<file path="src/rtl/serial_subtractor.sv">
// Bit-serial unsigned subtractor: A - B one bit per clock, LSB first, start/busy/done handshake.
// Optional signed-overflow output guarded by SERIAL_SUB_OVF_EN.
module serial_subtractor #(
  parameter int unsigned WIDTH = 8
) (
  input  logic             clk,
  input  logic             rst,
  input  logic             start,
  input  logic [WIDTH-1:0] a,
  input  logic [WIDTH-1:0] b,
  output logic             busy,
  output logic             done,
  output logic [WIDTH-1:0] diff,
  output logic             borrow_out
`ifdef SERIAL_SUB_OVF_EN
  ,
  output logic             ovf
`endif
);

  localparam int unsigned CW = $clog2(WIDTH);

  typedef enum logic {
    IDLE,
    RUN
  } state_t;

  state_t           state, state_nxt;
  logic [WIDTH-1:0] a_sr, b_sr;
  logic [WIDTH-2:0] res;
  logic [WIDTH-1:0] res_cat;
  logic             br, br_nxt, d;
  logic [CW-1:0]    cnt;
  logic             accept, last_bit;
`ifdef SERIAL_SUB_OVF_EN
  logic             a_msb, b_msb;
`endif

  always_ff @(posedge clk) begin
    if (rst) state <= IDLE;
    else     state <= state_nxt;
  end

  always_comb begin
    state_nxt = state;
    accept    = 1'b0;
    busy      = (state == RUN);
    last_bit  = (cnt == CW'(WIDTH - 1));
    d         = a_sr[0] ^ b_sr[0] ^ br;
    br_nxt    = (~a_sr[0] & b_sr[0]) | (~(a_sr[0] ^ b_sr[0]) & br);
    // res holds the WIDTH-1 bits already produced; prepending d yields the full word.
    res_cat   = {d, res};
    case (state)
      IDLE: begin
        if (start) begin
          accept    = 1'b1;
          state_nxt = RUN;
        end
      end
      RUN: begin
        if (last_bit) state_nxt = IDLE;
      end
      default: state_nxt = IDLE;
    endcase
  end

  always_ff @(posedge clk) begin
    if (rst) begin
      a_sr       <= '0;
      b_sr       <= '0;
      res        <= '0;
      br         <= 1'b0;
      cnt        <= '0;
      done       <= 1'b0;
      diff       <= '0;
      borrow_out <= 1'b0;
`ifdef SERIAL_SUB_OVF_EN
      a_msb      <= 1'b0;
      b_msb      <= 1'b0;
      ovf        <= 1'b0;
`endif
    end else begin
      done <= 1'b0;
      if (accept) begin
        a_sr <= a;
        b_sr <= b;
        br   <= 1'b0;
        cnt  <= '0;
`ifdef SERIAL_SUB_OVF_EN
        a_msb <= a[WIDTH-1];
        b_msb <= b[WIDTH-1];
`endif
      end else if (state == RUN) begin
        a_sr <= a_sr >> 1;
        b_sr <= b_sr >> 1;
        br   <= br_nxt;
        res  <= res_cat[WIDTH-1:1];
        if (last_bit) begin
          diff       <= res_cat;
          borrow_out <= br_nxt;
          done       <= 1'b1;
`ifdef SERIAL_SUB_OVF_EN
          ovf        <= (a_msb ^ b_msb) & (d ^ a_msb);
`endif
        end else begin
          cnt <= cnt + CW'(1);
        end
      end
    end
  end

endmodule

</file>
<file path="config.mk">
export PLATFORM = sky130hd
export DESIGN_NAME = serial_subtractor
export DESIGN_NICKNAME = d
export VERILOG_FILES = /design/src/rtl/serial_subtractor.sv
export SDC_FILE = /design/constraint.sdc
export NUM_CORES = 1
export LEC_CHECK = 0
export ABC_AREA = 0
export CAP_MARGIN = 20
export CORE_MARGIN = 4
export CORE_UTILIZATION = 45
export CTS_CLUSTER_DIAMETER = 100
export DETAILED_ROUTE_END_ITERATION = 6
export PLACE_DENSITY = 0.69
export SYNTH_ARGS = -nofsm -noshare
export SYNTH_HDL_FRONTEND = slang
export SYNTH_SLANG_ARGS = --single-unit
export TNS_END_PERCENT = 100
</file>
<file path="constraint.sdc">
create_clock -name clk -period 2 [get_ports clk]
set_clock_uncertainty 0.2 [all_clocks]
set_input_delay 0.4 -clock clk [delete_from_list [all_inputs] [get_ports clk]]
set_output_delay 0.4 -clock clk [all_outputs]
set_load 0.005 [all_outputs]
</file>
==> summary.md <==
| Metric | Value |
|---|---|
| Run status | complete, no violations |
| Post-synthesis cell count | 176 |
| Die area | 4634 sq um |
| Gpl congestion | 0.7115 |
| Required @ worst endpoint | 1.40 ns |
| Overflow after GRT | 0 |
| Fin crit share | 0.9070 |
| ANT nets after route | 0 |
| FF-to-FF path depth | 4 |
| Reg2reg setup slack | 0.41 ns |
| Slowest Stage Delay on Critical Path | 0.51 ns |
| Port Buffer Count | 29 |
| Fin cells | 251 |
| DRT Wirelength | 2.858 mm |
| Critical path buffers and inverters | 1 |
| Worst-path fanout max | 2 |
| DP HPWL | 1.906 mm |
| Fraction of the mapped netlist area in compound gates | 0.09322 |
| Drt pass-1 iters | 4 |
| Min Tclk post-route | 1.814 ns |
| Largest net degree at the start of global routing | 47 |
| Synth Area in Adders | 0.03544 |
| Xor/xnor share of the synthesized area | 0.005393 |
| Max_cap viols | 0 |
| Comb power frac | 0.098 |
| Initial antenna violation count | 0 |
| CP cell instances | clkdlybuf4s50_1 |
| Via count | 1219 |
| Io pins | 30 |
| FP Rows | 21 |
| PostCTS Resize Cnt | 0 |
| Final hold vios | 0 |
| Clk network pwr share | 0.406 |
| CTS Buffer Depth | 2 |
| Pint | 1.261 mW |
| Crit-path leading delay family | buffers and inverters |
| Largest vdd supply drop | 0.0003792 V |
| Routed WL per cell | 11.39 um |
| Post-synthesis sequential area ratio | 0.4684 |
| Fillers | 298 |
| Mux cell area share after synthesis | 0.1418 |
| Critical-path top delay cell | clkdlybuf4s50_1 |
| Synthesis-stage register bit count | 38 |
| Starting density of the core | 0.4755 |
| Worst endpoint data arrival time | 1.21 ns |
| Post-CTS setup buffer count | 0 |
| Seq pwr share | 0.496 |
| Die X | 68.08 um |
| Crit start category | flop |
| Setup TNS | 0 ns |
| Hold EP | diff[2] |
| CP Class | flop to output pin |
| # hold bufs at CTS | 0 |
| WHS Path Cells | 2 |
| Vias in the first global route | 1133 |
| Min-delay src | diff[2] |
| Share of cells above drive strength 1 | 0.06341 |
| GR Util All Layers | 0.1461 |
| Avg Cell Area, Syn | 9.228 sq um |
| CTS tree | yes |
| HP Class | flop to flop |
| Ys Warns | 0 |
| Worst Tran Pin Value | 0.4439 ns |
| Slew headroom | 0.7041 |
| 1st-iter DRT viols | 55 |
| Post-place instance area | 1922 sq um |
| Root buffer cell | clkbuf_4 |
| Post-Syn Area | 1624 sq um |
| Largest family of logic cells by synthesized area | simple AND/OR/NAND/NOR gates |
| Simple-gate area share of the yosys netlist | 0.1941 |
| # setup viols final | 0 |
| Core area | 3416 sq um |
| Final Total Pwr | 1.603 mW |
| Inst Count DP | 243 |
| Reg clk slew, reported paths | 0.12 ns |
| Sw frac | 0.2131 |
| Clk sinks | 38 |
| DR DRC count | 0 |
| Psw | 0.3415 mW |
| Clock H-tree levels | 2 |
| Nets | 227 |
| Reg-to-Reg Start | busy |
| Pins Over Slew Limit | 0 |
| Fmax | 551.3 MHz |
| Final antenna diode count | 0 |
| Leakage power | 0.7994 nW |
| First-pass GRT wire length | 4.933 mm |
| Worst skew pair latency | 0.34 ns |
| Design Area, Final | 2028 sq um |
| Syn Nets | 199 |
| Area Overhead vs Synth | 24.88% |
| RR Endpoint | borrow_out |
| Setup repair after global routing missed its margin | false |
| Via density | 4.857 |
| CTS buffer count | 5 |
| Crit. End Element | output pin |
| Pwr Density | 790.1 nW/um^2 |
| Worst Setup SP | borrow_out |
| Die height | 68.08 um |
| Count of cell types in the netlist | 26 |
[kinds of logic after synthesis]
family,count (synthesis)
compound gates,29
xor+xnor,1
fa+ha+maj,4
buf+inv,14
flops,38
mux,23
simple gates,67
[cells in the final DEF, fill, tap and decap left out]
master and instances:
dfxtp_1 38, nand2_1 33, clkdlybuf4s50_1 29, mux2i_1 23
a21oi_1 11, nor2_1 11, nor2b_1 11, o21ai_0 11
o21ai_1 5, and2b_1 5, clkbuf_4 5, nor3_1 3
ha_1 3, buf_4 3, inv_1 2, bufinv_16 2
xnor2_1 1, nor3b_1 1, and2_4 1, and2_1 1
a211oi_1 1, nand2b_1 1, o31a_1 1, fa_1 1
clkinv_4 1, buf_12 1
[Yosys cell counts]
cell,instances,share of area
buf_6,3,0.021
nand2_1,33,0.076
nor2b_1,11,0.042
buf_1,2,0.0046
dfxtp_1,38,0.47
nor3b_1,1,0.0046
xnor2_1,1,0.0054
o31a_1,1,0.0054
and2_1,1,0.0039
and2_4,1,0.0054
nor3_1,3,0.0092
a211oi_1,1,0.0046
buf_12,1,0.012
ha_1,3,0.023
a21oi_1,11,0.034
buf_2,4,0.012
and2b_1,5,0.023
fa_1,1,0.012
buf_4,1,0.0046
nor2_1,11,0.025
o21ai_0,11,0.034
o21ai_1,5,0.015
inv_1,2,0.0046
mux2i_1,23,0.14
clkbuf_1,1,0.0023
nand2b_1,1,0.0039
[final cells by class]
class | instances | area (sq um) | area share
clock buffers | 5 | 37.54 | 0.01851
flip-flops and latches | 38 | 760.7 | 0.3751
multi-input cells | 124 | 763.2 | 0.3763
clock inverters | 3 | 68.82 | 0.03393
repair buffers | 33 | 332.8 | 0.1641
well taps | 46 | 57.56 | 0.02838
inverters | 2 | 7.507 | 0.003701
[metrics by stage]
stage / setup WS [ns] / hold slack, ns / utilization
after global routing: 0.09092 / 0.2815 / 0.5938
final: 0.1861 / 0.2598 / 0.5938
after global placement: 0.1662 / 0.2415 / 0.5626
after detailed placement: 0.1477 / 0.2457 / 0.5626
after floorplan: 0.5434 / 0.2312 / -
after CTS: 0.1596 / 0.2629 / 0.5938
[worst max path at each step]
| stage | to | slack (ns) | cells past startpoint |
|---|---|---|---|
| after floorplan | borrow_out | 0.54 | 5 |
| after global placement | a_sr[5] | 0.17 | 5 |
| after detailed placement | a_sr[1] | 0.15 | 5 |
| after CTS | borrow_out | 0.16 | 1 |
| after global routing | borrow_out | 0.09 | 1 |
| final | borrow_out | 0.19 | 1 |
[state kept, by name, indices dropped and copies added, names as in the netlist]
signal and count:
diff 8, a_sr 8, cnt 3, b_sr 8
done 1, borrow_out 1, busy 1, res 7
br 1
[metal layers]
layer,global-route usage,vias to the layer above,share of wire
met3,0.05419,5,0.046
li1,-,639,-
met2,0.2419,21,0.47
met5,0,-,0
met1,0.1635,554,0.46
met4,0.07444,0,0.019
[power groups by stage]
stage | sequential, mW | combinational (mW) | clock (mW)
floorplan | 0.810 | 0.109 | 0
global placement | 0.812 | 0.155 | 0
finish | 0.795 | 0.157 | 0.651
detailed placement | 0.813 | 0.157 | 0
global route | 0.799 | 0.175 | 0.710
CTS | 0.795 | 0.158 | 0.675
Note: power is estimated with default switching activity, not from simulation.
